$ cat src/rtl/fb_write_scheduler_if.sv
// Frame-buffer scheduler bus bundle.
// Groups the scan-out request, the single-pixel write channel, the fill
// control and the BRAM port. "master" is the client/requester side,
// "slave" is the scheduler itself.
interface fb_write_scheduler_if #(
    parameter int BUFFER_ADDR_BITS = 17,
    parameter int COLOR_BITS       = 8
);
    // VGA scan-out read request
    logic                        scan_active;
    logic [31:0]                 scan_addr;

    // single-pixel write request channel
    logic                        wr_valid;
    logic                        wr_ready;
    logic [BUFFER_ADDR_BITS-1:0] wr_addr;
    logic [COLOR_BITS-1:0]       wr_color;

    // whole-buffer fill control
    logic                        fill_start;
    logic [COLOR_BITS-1:0]       fill_color;
    logic                        fill_busy;
    logic                        fill_done;

    // BRAM port
    logic [31:0]                 buffer_addr;
    logic [31:0]                 buffer_din;
    logic [3:0]                  buffer_we;
    logic                        buffer_en;
    logic                        buffer_rst;

    modport master (
        output scan_active, scan_addr,
        output wr_valid, wr_addr, wr_color,
        output fill_start, fill_color,
        input  wr_ready, fill_busy, fill_done,
        input  buffer_addr, buffer_din, buffer_we, buffer_en, buffer_rst
    );

    modport slave (
        input  scan_active, scan_addr,
        input  wr_valid, wr_addr, wr_color,
        input  fill_start, fill_color,
        output wr_ready, fill_busy, fill_done,
        output buffer_addr, buffer_din, buffer_we, buffer_en, buffer_rst
    );
endinterface

$ cat src/rtl/fb_write_scheduler.sv
// Frame-buffer write scheduler.
// Arbitrates a single BRAM port (32-bit words, one pixel per byte lane)
// between VGA scan-out reads, single-pixel writes and a whole-buffer fill.
// Scan-out always wins the port; writes and fill steps only happen in
// cycles where scan-out leaves the port free.
module fb_write_scheduler #(
    parameter int BUFFER_ADDR_BITS = 17,
    parameter int NUM_PIXELS       = 120000,
    parameter int COLOR_BITS       = 8
) (
    input  logic                vga_clk,
    input  logic                resetn,
    fb_write_scheduler_if.slave bus
);

    // fill_cnt counts 32-bit words, so it is two bits narrower than a byte address
    localparam int CNT_BITS      = BUFFER_ADDR_BITS - 2;
    localparam int LAST_WORD_INT = (NUM_PIXELS - 1) >> 2;
    localparam logic [CNT_BITS-1:0] LAST_WORD = CNT_BITS'(LAST_WORD_INT);

    localparam logic [0:0] ST_IDLE = 1'b0;
    localparam logic [0:0] ST_FILL = 1'b1;

    // Widen a pixel colour to one byte lane and replicate it across the word.
    function automatic logic [31:0] replicate_color(input logic [COLOR_BITS-1:0] c);
        logic [7:0] lane;
        lane = 8'(c);
        return {4{lane}};
    endfunction

    // ---------------------------------------------------------------
    // State
    // ---------------------------------------------------------------
    logic [0:0]                  state;
    logic                        pend_valid;
    logic [BUFFER_ADDR_BITS-1:0] pend_addr;
    logic [COLOR_BITS-1:0]       pend_color;
    logic                        fill_req;
    logic [COLOR_BITS-1:0]       fill_col_q;
    logic [CNT_BITS-1:0]         fill_cnt;
    logic                        fill_done_q;

    // ---------------------------------------------------------------
    // Decode
    // ---------------------------------------------------------------
    logic in_idle;
    logic in_fill;
    logic commit;      // pending pixel owns the port this cycle
    logic fill_step;   // fill writes one word this cycle
    logic last_step;   // ... and it is the final word
    logic handshake;   // write request accepted at the next edge
    logic fill_latch;  // fill_start captured at the next edge
    logic fill_enter;  // IDLE -> FILL at the next edge

    assign in_idle    = (state == ST_IDLE);
    assign in_fill    = (state == ST_FILL);
    assign commit     = in_idle & pend_valid & ~bus.scan_active;
    assign fill_step  = in_fill & ~bus.scan_active;
    assign last_step  = fill_step & (fill_cnt == LAST_WORD);

    // A slot opens when the holding register is empty or drains this cycle;
    // new writes are refused once a fill has been requested.
    assign bus.wr_ready = resetn & in_idle & ~fill_req & (~pend_valid | commit);

    assign handshake  = bus.wr_valid & bus.wr_ready;
    assign fill_latch = in_idle & ~fill_req & bus.fill_start;
    // The pending write must drain before the fill takes over the port.
    assign fill_enter = in_idle & fill_req & ~pend_valid;

    // ---------------------------------------------------------------
    // Status outputs
    // ---------------------------------------------------------------
    assign bus.fill_busy  = fill_req | in_fill;
    assign bus.fill_done  = fill_done_q;
    assign bus.buffer_en  = 1'b1;
    assign bus.buffer_rst = 1'b0;

    // Drive the BRAM port: scan-out first, then fill, then a pending pixel.
    always_comb begin
        // NOTE: every output gets a default first so no path through this block can infer a latch.
        bus.buffer_addr = '0;
        bus.buffer_we   = '0;
        bus.buffer_din  = '0;
        if (bus.scan_active) begin
            bus.buffer_addr = bus.scan_addr;
        end else if (in_fill) begin
            bus.buffer_addr = 32'({fill_cnt, 2'b00});
            bus.buffer_we   = 4'hF;
            bus.buffer_din  = replicate_color(fill_col_q);
        end else if (commit) begin
            bus.buffer_addr = 32'(pend_addr);
            bus.buffer_we   = 4'b0001 << pend_addr[1:0];
            bus.buffer_din  = replicate_color(pend_color);
        end
    end

    // Hold one pending pixel; a same-cycle handshake refills the slot as it drains.
    always_ff @(posedge vga_clk or negedge resetn) begin
        // NOTE: sequential state uses non-blocking assignments so every register samples pre-edge values.
        if (!resetn) begin
            pend_valid <= 1'b0;
            pend_addr  <= '0;
            pend_color <= '0;
        end else if (handshake) begin
            pend_valid <= 1'b1;
            pend_addr  <= bus.wr_addr;
            pend_color <= bus.wr_color;
        end else if (commit) begin
            pend_valid <= 1'b0;
        end
    end

    // Capture a fill request and its colour; extra requests are dropped until it starts.
    always_ff @(posedge vga_clk or negedge resetn) begin
        if (!resetn) begin
            fill_req   <= 1'b0;
            fill_col_q <= '0;
        end else if (fill_enter) begin
            fill_req   <= 1'b0;
        end else if (fill_latch) begin
            fill_req   <= 1'b1;
            fill_col_q <= bus.fill_color;
        end
    end

    // IDLE/FILL sequencing and the word counter, which stalls while scan-out owns the port.
    always_ff @(posedge vga_clk or negedge resetn) begin
        if (!resetn) begin
            state    <= ST_IDLE;
            fill_cnt <= '0;
        end else begin
            case (state)
                ST_IDLE: begin
                    if (fill_enter) begin
                        state    <= ST_FILL;
                        fill_cnt <= '0;
                    end
                end
                ST_FILL: begin
                    if (last_step) begin
                        state    <= ST_IDLE;
                        fill_cnt <= '0;
                    end else if (fill_step) begin
                        fill_cnt <= fill_cnt + CNT_BITS'(1);
                    end
                end
                default: begin
                    state    <= ST_IDLE;
                    fill_cnt <= '0;
                end
            endcase
        end
    end

    // One-cycle completion pulse in the cycle after the final word is written.
    always_ff @(posedge vga_clk or negedge resetn) begin
        if (!resetn) begin
            fill_done_q <= 1'b0;
        end else begin
            fill_done_q <= last_step;
        end
    end

endmodule
$ cat src/flat_wrapper.sv
// flat-port wrapper written by rule: the top's interface ports become plain ports
module fb_write_scheduler_flat 
#(
    parameter int BUFFER_ADDR_BITS = 17,
    parameter int NUM_PIXELS       = 120000,
    parameter int COLOR_BITS       = 8
)
  (vga_clk, resetn, bus_scan_active, bus_scan_addr, bus_wr_valid, bus_wr_addr, bus_wr_color, bus_fill_start, bus_fill_color, bus_wr_ready, bus_fill_busy, bus_fill_done, bus_buffer_addr, bus_buffer_din, bus_buffer_we, bus_buffer_en, bus_buffer_rst);
  fb_write_scheduler_if #(.BUFFER_ADDR_BITS(BUFFER_ADDR_BITS), .COLOR_BITS(COLOR_BITS)) bus_i ();
  input  logic vga_clk;
  input  logic resetn;
  input wire logic [$bits(bus_i.scan_active)-1:0] bus_scan_active;
  input wire logic [$bits(bus_i.scan_addr)-1:0] bus_scan_addr;
  input wire logic [$bits(bus_i.wr_valid)-1:0] bus_wr_valid;
  input wire logic [$bits(bus_i.wr_addr)-1:0] bus_wr_addr;
  input wire logic [$bits(bus_i.wr_color)-1:0] bus_wr_color;
  input wire logic [$bits(bus_i.fill_start)-1:0] bus_fill_start;
  input wire logic [$bits(bus_i.fill_color)-1:0] bus_fill_color;
  output wire logic [$bits(bus_i.wr_ready)-1:0] bus_wr_ready;
  output wire logic [$bits(bus_i.fill_busy)-1:0] bus_fill_busy;
  output wire logic [$bits(bus_i.fill_done)-1:0] bus_fill_done;
  output wire logic [$bits(bus_i.buffer_addr)-1:0] bus_buffer_addr;
  output wire logic [$bits(bus_i.buffer_din)-1:0] bus_buffer_din;
  output wire logic [$bits(bus_i.buffer_we)-1:0] bus_buffer_we;
  output wire logic [$bits(bus_i.buffer_en)-1:0] bus_buffer_en;
  output wire logic [$bits(bus_i.buffer_rst)-1:0] bus_buffer_rst;
  assign bus_i.scan_active = bus_scan_active;
  assign bus_i.scan_addr = bus_scan_addr;
  assign bus_i.wr_valid = bus_wr_valid;
  assign bus_i.wr_addr = bus_wr_addr;
  assign bus_i.wr_color = bus_wr_color;
  assign bus_i.fill_start = bus_fill_start;
  assign bus_i.fill_color = bus_fill_color;
  assign bus_wr_ready = bus_i.wr_ready;
  assign bus_fill_busy = bus_i.fill_busy;
  assign bus_fill_done = bus_i.fill_done;
  assign bus_buffer_addr = bus_i.buffer_addr;
  assign bus_buffer_din = bus_i.buffer_din;
  assign bus_buffer_we = bus_i.buffer_we;
  assign bus_buffer_en = bus_i.buffer_en;
  assign bus_buffer_rst = bus_i.buffer_rst;
  fb_write_scheduler #(.BUFFER_ADDR_BITS(BUFFER_ADDR_BITS), .NUM_PIXELS(NUM_PIXELS), .COLOR_BITS(COLOR_BITS)) u_core (.vga_clk(vga_clk), .resetn(resetn), .bus(bus_i));
endmodule
$ cat config.mk
export PLATFORM = sky130hd
export DESIGN_NAME = fb_write_scheduler_flat
export DESIGN_NICKNAME = d
export VERILOG_FILES = /design/src/rtl/fb_write_scheduler_if.sv /design/src/rtl/fb_write_scheduler.sv /design/src/flat_wrapper.sv
export SDC_FILE = /design/constraint.sdc
export NUM_CORES = 1
export LEC_CHECK = 0
export ABC_AREA = 1
export BUFFER_PORTS_ARGS = -buffer_cell sky130_fd_sc_hd__buf_2
export CAP_MARGIN = 20
export CORE_ASPECT_RATIO = 1.5
export CORE_MARGIN = 1.5
export CORE_UTILIZATION = 48
export DETAILED_ROUTE_END_ITERATION = 8
export PLACE_DENSITY_LB_ADDON = 0.25
export REMOVE_ABC_BUFFERS = 1
export SLEW_MARGIN = 15
export SYNTH_ARGS = -nofsm -noshare
export SYNTH_HDL_FRONTEND = slang
export SYNTH_SLANG_ARGS = --single-unit
$ cat constraint.sdc
create_clock -name vga_clk -period 1.7 [get_ports vga_clk]
set_input_delay 0.255 -clock vga_clk [delete_from_list [all_inputs] [get_ports vga_clk]]
set_output_delay 0.255 -clock vga_clk [all_outputs]
set_load 0.02 [all_outputs]
==> results of run 1 <==
## worst max-delay path: stages, from the launching register on
cell and delay (ns):
dfrtp_2 0.44, clkinv_4 0.09, nand3_4 0.09, inv_6 0.10
clkbuf_16 0.16, nand2_2 0.04, o211ai_1 0.10, buf_4 0.18
## per-stage QoR
step	hold slack (ns)	setup WS (ns)	total power, µW
floorplan	-0.0406	-0.352	1810
global placement	0.457	0.102	2110
detailed placement	0.459	0.0727	2120
CTS	0.148	-0.0707	2890
global route	0.162	-0.114	3040
finish	0.125	-0.0606	2880
## registers in the layout, indices dropped and copies added, names as in the netlist
name and flops:
u_core.pend_addr 17, u_core.fill_col_q 8, u_core.pend_color 8, u_core.fill_cnt 15, u_core.fill_req 1, u_core.bus.fill_done 1
u_core.in_fill 1, u_core.pend_valid 1
## what timing repair did
action,in CTS,in global routing
setup buffers,7,0
pin swaps,2,3
cloned,1,2
gates resized for setup,53,46
endpoints found under the setup margin,52,78
endpoints found under the hold margin,0,0
## Yosys cell counts (3+ instances only)
cell	count	area share, %
dfrtp_1	52	40
inv_1	36	4.2
a22o_1	8	2.2
a21oi_1	3	0.47
clkbuf_1	5	0.58
mux2_2	8	2.8
buf_6	4	1.4
o31ai_1	4	0.93
inv_2	3	0.35
nand4_1	4	0.78
nor2_2	6	1.2
nor3_1	3	0.47
o21ai_1	5	0.78
xor2_1	4	1.1
nand2_1	140	16
o211ai_1	12	2.8
buf_4	28	6.5
nand3_1	40	6.2
nand2_2	6	1.2
nor2_1	21	2.4
o21ai_0	8	1.2
buf_2	5	0.78
## final cells by class
cell class / count / area, µm²
fillers: 577 / 2160
multi-input cells: 283 / 1560
flip-flops and latches: 52 / 1300
repair buffers: 159 / 1100
inverters: 42 / 178
well taps: 76 / 95.1
clock buffers: 6 / 72.6
clock inverters: 2 / 17.5
## power groups by stage
stage | clock (µW) | sequential (µW) | combinational, µW
3_3_place_gp | 0 | 1430 | 675
5_1_grt | 797 | 1420 | 824
6_report | 728 | 1410 | 745
4_1_cts | 753 | 1410 | 726
2_1_floorplan | 0 | 1410 | 405
3_5_place_dp | 0 | 1430 | 685
## layer usage
metal / vias to the layer above / part of all wire [%]
met5: - / 0
met4: 0 / 1.6
met3: 8 / 5.5
met2: 97 / 57
met1: 1467 / 36
li1: 1561 / -
## worst max-delay path by stage
stage                                     end  slack (ns)            from  cells after the start
after global routing       bus_buffer_din[29]       -0.11  u_core.in_fill                      6
after floorplan             bus_buffer_din[0]       -0.35  u_core.in_fill                      4
after detailed placement  u_core.fill_cnt[13]        0.07  u_core.in_fill                      9
after CTS                   bus_buffer_din[7]       -0.07  u_core.in_fill                      6
after global placement    u_core.fill_cnt[13]        0.10  u_core.in_fill                      9
final                      bus_buffer_addr[3]       -0.06  u_core.in_fill                      7
## cells by family after synthesis
| family | count (synthesis) |
|---|---|
| AOI/OAI and AO/OA | 41 |
| adders and majority gates | 1 |
| and+or+nand+nor | 226 |
| muxes | 8 |
| buffers and inverters | 85 |
| xor gates and xnor gates | 4 |
| DFF | 52 |
| other | 2 |
==> flow_metrics.env, run 1 <==
export IMPL_initial_core_util_pct=49.6
export IMPL_dpl_hpwl_mm=6.28
export IMPL_cts_tree="done"
export IMPL_antennaDiodeCount=0
export IMPL_synth_cell_types=32
export IMPL_cts_sinks=52
export IMPL_drtAntennaViolNets=0
export IMPL_final_util_pct=66.6
export IMPL_grt_setup_unrepaired="true"
export IMPL_cts_buffers=5
export IMPL_ios=143
export IMPL_clock_latency_ns=0.30
export IMPL_gp_congestion=0.898
export IMPL_via_per_inst=5.05
export IMPL_core_mm2=0.00649
export IMPL_hold_class="in -> async"
export IMPL_grt_pass1_wl_mm=13.4
export IMPL_drive_gt1_share_pct=41.2
export IMPL_slew_headroom_pct=56.2
export IMPL_comb_power_share_pct=25.8
export IMPL_grt_max_degree=53
export IMPL_finalCritPeriodShare_pct=104
export IMPL_met1_usage_pct=28.0
export IMPL_grt_pass1_vias=2768
export IMPL_power_net_switching_uw=959
export IMPL_critPathKind="reg -> out"
export IMPL_finClkSkew_ns=0.00552
export IMPL_drtPass1Iterations=5
export IMPL_syn_area_mm2=0.00322
export IMPL_drc=0
export IMPL_yosysSeqAreaShare_pct=40.4
export IMPL_syn2layout_area_growth_pct=34.3
export IMPL_peakVddDrop_mv=0.451
export IMPL_avgSynthCellArea_um2=7.68
export IMPL_synth_fa_ha_area_share_pct=0.389
export IMPL_worst_slack_ns=-0.0606
export IMPL_synthFlopType="dfrtp_1"
export IMPL_instances_no_fill=620
export IMPL_hold_violations=0
export IMPL_ys_ff_latch=52
export IMPL_clk_pin_slew_ns=0.10
export IMPL_min_period_ns=1.76
export IMPL_use_met3_pct=4.36
export IMPL_use_met2_pct=43.4
export IMPL_fin_setup_tns_ns=-1.70
export IMPL_vias=3133
export IMPL_die_x_um=69.9
export IMPL_tightest_slew_ns=0.658
export IMPL_cap_violations=0
export IMPL_die_y_um=103
export IMPL_track_usage_pct=23.7
export IMPL_startpoint_type="flop"
export IMPL_clockBufferDepth=2
export IMPL_port_buffers=140
export IMPL_timing_final_max_slew_violations=0
export IMPL_ctsHoldBuffers=0
export IMPL_dp_cells=602
export IMPL_grt_remaining_overflow=0
export IMPL_layout_commonest_cell="nand2_1"
export IMPL_crit_required_ns=1.44
export IMPL_yosys_area_share_simple_pct=31.1
export IMPL_powerDensity_mw_per_mm2=667
export IMPL_reg2reg_from="u_core.in_fill"
export IMPL_synthMuxAreaShare_pct=2.80
export IMPL_seqPwrFrac_pct=48.9
export IMPL_mostFrequentLayoutCells="nand2_1, buf_2, dfrtp_1, nand3_1, inv_1"
export IMPL_cp_max_fo=6
export IMPL_switching_share_pct=33.3
export IMPL_postLayoutCellArea_mm2=0.00432
export IMPL_layout_nets=614
export IMPL_syn_inst=419
export IMPL_synth_compound_area_share_pct=8.90
export IMPL_violations="negative setup slack"
export IMPL_busiest_layer="met2"
export IMPL_ff2ff_path_depth=10
export IMPL_leakage_uw=0.00242
export IMPL_synth_edf_count=0
export IMPL_antenna_found_initial=0
export IMPL_die_area_mm2=0.00722
export IMPL_clkPwrFrac_pct=25.2
export IMPL_cp_end_kind="primary output"
export IMPL_synth_xor_area_share_pct=1.09
export IMPL_synth_top_family_by_area="simple AND/OR/NAND/NOR gates"
export IMPL_r2r_setup_slack_ns=0.10
export IMPL_synth_warnings=0
export IMPL_synthArstFlopShare_pct=100
export IMPL_dpl_instance_area_mm2=0.00378
export IMPL_htree_levels=2
export IMPL_status="finished with violations"
export IMPL_drt_total_wl_mm=8.80
export IMPL_clock_root_buffer="clkbuf_8"
export IMPL_core_rowCount=36
export IMPL_critPathArrivalTime_ns=1.51
export IMPL_drt_initial_drc_count=146
export IMPL_max_clock_freq_mhz=568
export IMPL_wire_per_inst_um=14.2
export IMPL_setup_viol=48
export IMPL_worstReg2RegEnd="u_core.pend_color[0]"
export IMPL_p_int_uw=1920
No activity file was read; power rests on OpenSTA's default activity.
==> inputs of run 2 (changes only) <==
--- a/config.mk
+++ b/config.mk
@@ -14,7 +14,8 @@
 export DETAILED_ROUTE_END_ITERATION = 8
 export PLACE_DENSITY_LB_ADDON = 0.25
 export REMOVE_ABC_BUFFERS = 1
-export SLEW_MARGIN = 15
+export SLEW_MARGIN = 20
 export SYNTH_ARGS = -nofsm -noshare
 export SYNTH_HDL_FRONTEND = slang
 export SYNTH_SLANG_ARGS = --single-unit
+export TNS_END_PERCENT = 20
==> constraint.sdc (replaced) <==
create_clock -name vga_clk -period 1.7 [get_ports vga_clk]
set_input_delay 0.255 -clock vga_clk [delete_from_list [all_inputs] [get_ports vga_clk]]
set_output_delay 0.255 -clock vga_clk [all_outputs]
set_load 0.005 [all_outputs]
==> flow_metrics.env, run 2 (synthesized netlist as in run 1, its figures left out) <==
export IMPL_vias=3170
export IMPL_max_clock_freq_mhz=582
export IMPL_hold_class="in -> async"
export IMPL_syn2layout_area_growth_pct=28.1
export IMPL_worst_slack_ns=-0.0192
export IMPL_drive_gt1_share_pct=39.5
export IMPL_switching_share_pct=31.7
export IMPL_antennaDiodeCount=0
export IMPL_cap_violations=0
export IMPL_grt_remaining_overflow=0
export IMPL_mostFrequentLayoutCells="nand2_1, buf_2, dfrtp_1, nand3_1, inv_1"
export IMPL_port_buffers=140
export IMPL_initial_core_util_pct=49.6
export IMPL_via_per_inst=5.11
export IMPL_crit_start="u_core.in_fill"
export IMPL_gp_congestion=0.942
export IMPL_drtPass1Iterations=5
export IMPL_crit_required_ns=1.44
export IMPL_violations="negative setup slack"
export IMPL_use_met2_pct=43.7
export IMPL_finClkSkew_ns=0.00303
export IMPL_powerDensity_mw_per_mm2=663
export IMPL_drt_initial_drc_count=144
export IMPL_ios=143
export IMPL_grt_setup_unrepaired="true"
export IMPL_ctsHoldBuffers=0
export IMPL_clock_root_buffer="clkbuf_8"
export IMPL_met1_usage_pct=26.7
export IMPL_cp_max_fo=12
export IMPL_slew_headroom_pct=56.2
export IMPL_setup_viol=42
export IMPL_drtAntennaViolNets=0
export IMPL_dpl_hpwl_mm=6.36
export IMPL_cp_top_family="flip-flops"
export IMPL_cts_tree="done"
export IMPL_core_mm2=0.00649
export IMPL_drt_total_wl_mm=8.80
export IMPL_finalCritPeriodShare_pct=101
export IMPL_busiest_layer="met2"
export IMPL_use_met3_pct=3.68
export IMPL_seqPwrFrac_pct=51.8
export IMPL_power_net_switching_uw=867
export IMPL_tightest_slew_ns=0.657
export IMPL_r2r_setup_slack_ns=0.13
export IMPL_layout_nets=615
export IMPL_startpoint_type="flop"
export IMPL_htree_levels=2
export IMPL_status="finished with violations"
export IMPL_regMostFlops="u_core.pend_addr"
export IMPL_critPathArrivalTime_ns=1.46
export IMPL_clkPwrFrac_pct=25.8
export IMPL_grt_max_degree=53
export IMPL_min_period_ns=1.72
export IMPL_hold_violations=0
export IMPL_clock_latency_ns=0.30
export IMPL_final_util_pct=63.6
export IMPL_clockBufferDepth=2
export IMPL_cts_buffers=5
export IMPL_grt_pass1_vias=2781
export IMPL_layout_commonest_cell="nand2_1"
export IMPL_reg_top3="u_core.pend_addr x17, u_core.fill_cnt x15"
export IMPL_cts_sinks=52
export IMPL_core_rowCount=36
export IMPL_cp_end_kind="primary output"
export IMPL_fin_setup_tns_ns=-0.540
export IMPL_largest_register_ffs=17
export IMPL_clk_pin_slew_ns=0.10
export IMPL_p_int_uw=1870
export IMPL_cpMaxStageDelayCell="dfrtp_2"
export IMPL_drc=0
export IMPL_path_cells="inv_6 > nor2_8 > buf_8 > a22o_4 > buf_2"
export IMPL_peakVddDrop_mv=0.614
export IMPL_critPathKind="reg -> out"
export IMPL_critPathBufInv=3
export IMPL_track_usage_pct=23.1
export IMPL_leakage_uw=0.00240
export IMPL_grt_pass1_wl_mm=13.2
export IMPL_die_x_um=69.9
export IMPL_die_area_mm2=0.00722
export IMPL_die_y_um=103
export IMPL_antenna_found_initial=0
export IMPL_comb_power_share_pct=22.4
export IMPL_cpPeakStageDelay_ns=0.45
export IMPL_timing_final_max_slew_violations=0
export IMPL_wire_per_inst_um=14.2
export IMPL_reg2reg_from="u_core.in_fill"
## run 2: cell types whose count changed in the layout (fill, tap and decap cells not counted), moves of 3 or more
cell     before  now
a22o_1        3    0
nand2_1     130  140
buf_4        32   15
a22o_4        5    8
nand2_2      16    6
buf_2       100  139
buf_6        22    3
nand3_2       5    2
nand3_1      37   40
## run 2: final timing paths
kind	cells after the start	endpoint
max in group asynchronous	2	u_core.in_fill
min	2	u_core.pend_addr[9]
max reg2reg	7	u_core.fill_cnt[13]
min reg2reg	2	u_core.pend_addr[16]
max	5	bus_buffer_din[21]
min in group vga_clk	3	u_core.pend_color[0]
## run 2: what timing repair did
action,CTS,global route
setup buffers,3,3
gates cloned,1,1
pin swaps,0,2
resized for setup,17,12
endpoints found under the setup margin,51,54
## run 2: metrics by stage
stage               hold WS [ns]  std cells  instance area [µm²]  worst slack [ns]  total power, µW
detailed placement         0.459        605                 3810             0.153             2030
global route               0.163        620                 4130           -0.0863             2880
floorplan                -0.0406        376                 2900            0.0412             1720
finish                     0.103        620                 4130           -0.0192             2730
global placement           0.455        605                 3810             0.169             2020
CTS                        0.139        616                 4020           -0.0416             2730
## run 2: power by group through the flow
stage / clock (µW) / sequential, µW / combinational, µW
after detailed placement: 0 / 1440 / 591
after global routing: 768 / 1430 / 682
after CTS: 718 / 1410 / 601
final: 706 / 1420 / 613
after global placement: 0 / 1430 / 584
after floorplan: 0 / 1410 / 315
## run 2: worst register-to-register path, stage by stage (launching register included)
cell and delay (ns):
dfrtp_2 0.45, buf_4 0.16, nor2_1 0.10, nand2_1 0.11, nand2_4 0.16, inv_2 0.13, a21oi_4 0.26, nor2_1 0.09
## run 2: final cells by class
cell class	instances	area (µm²)
fillers	604	2360
clock inverters	2	16.3
flip-flops and latches	52	1300
clock buffers	5	68.8
repair buffers	161	930
multi-input cells	282	1530
inverters	42	183
well taps	76	95.1
## run 2: per-layer routing
layer / up-vias / routed length (µm)
li1: 1558 / -
met1: 1492 / 3290
met2: 105 / 4910
met3: 15 / 430
met4: 0 / 172
met5: - / 0
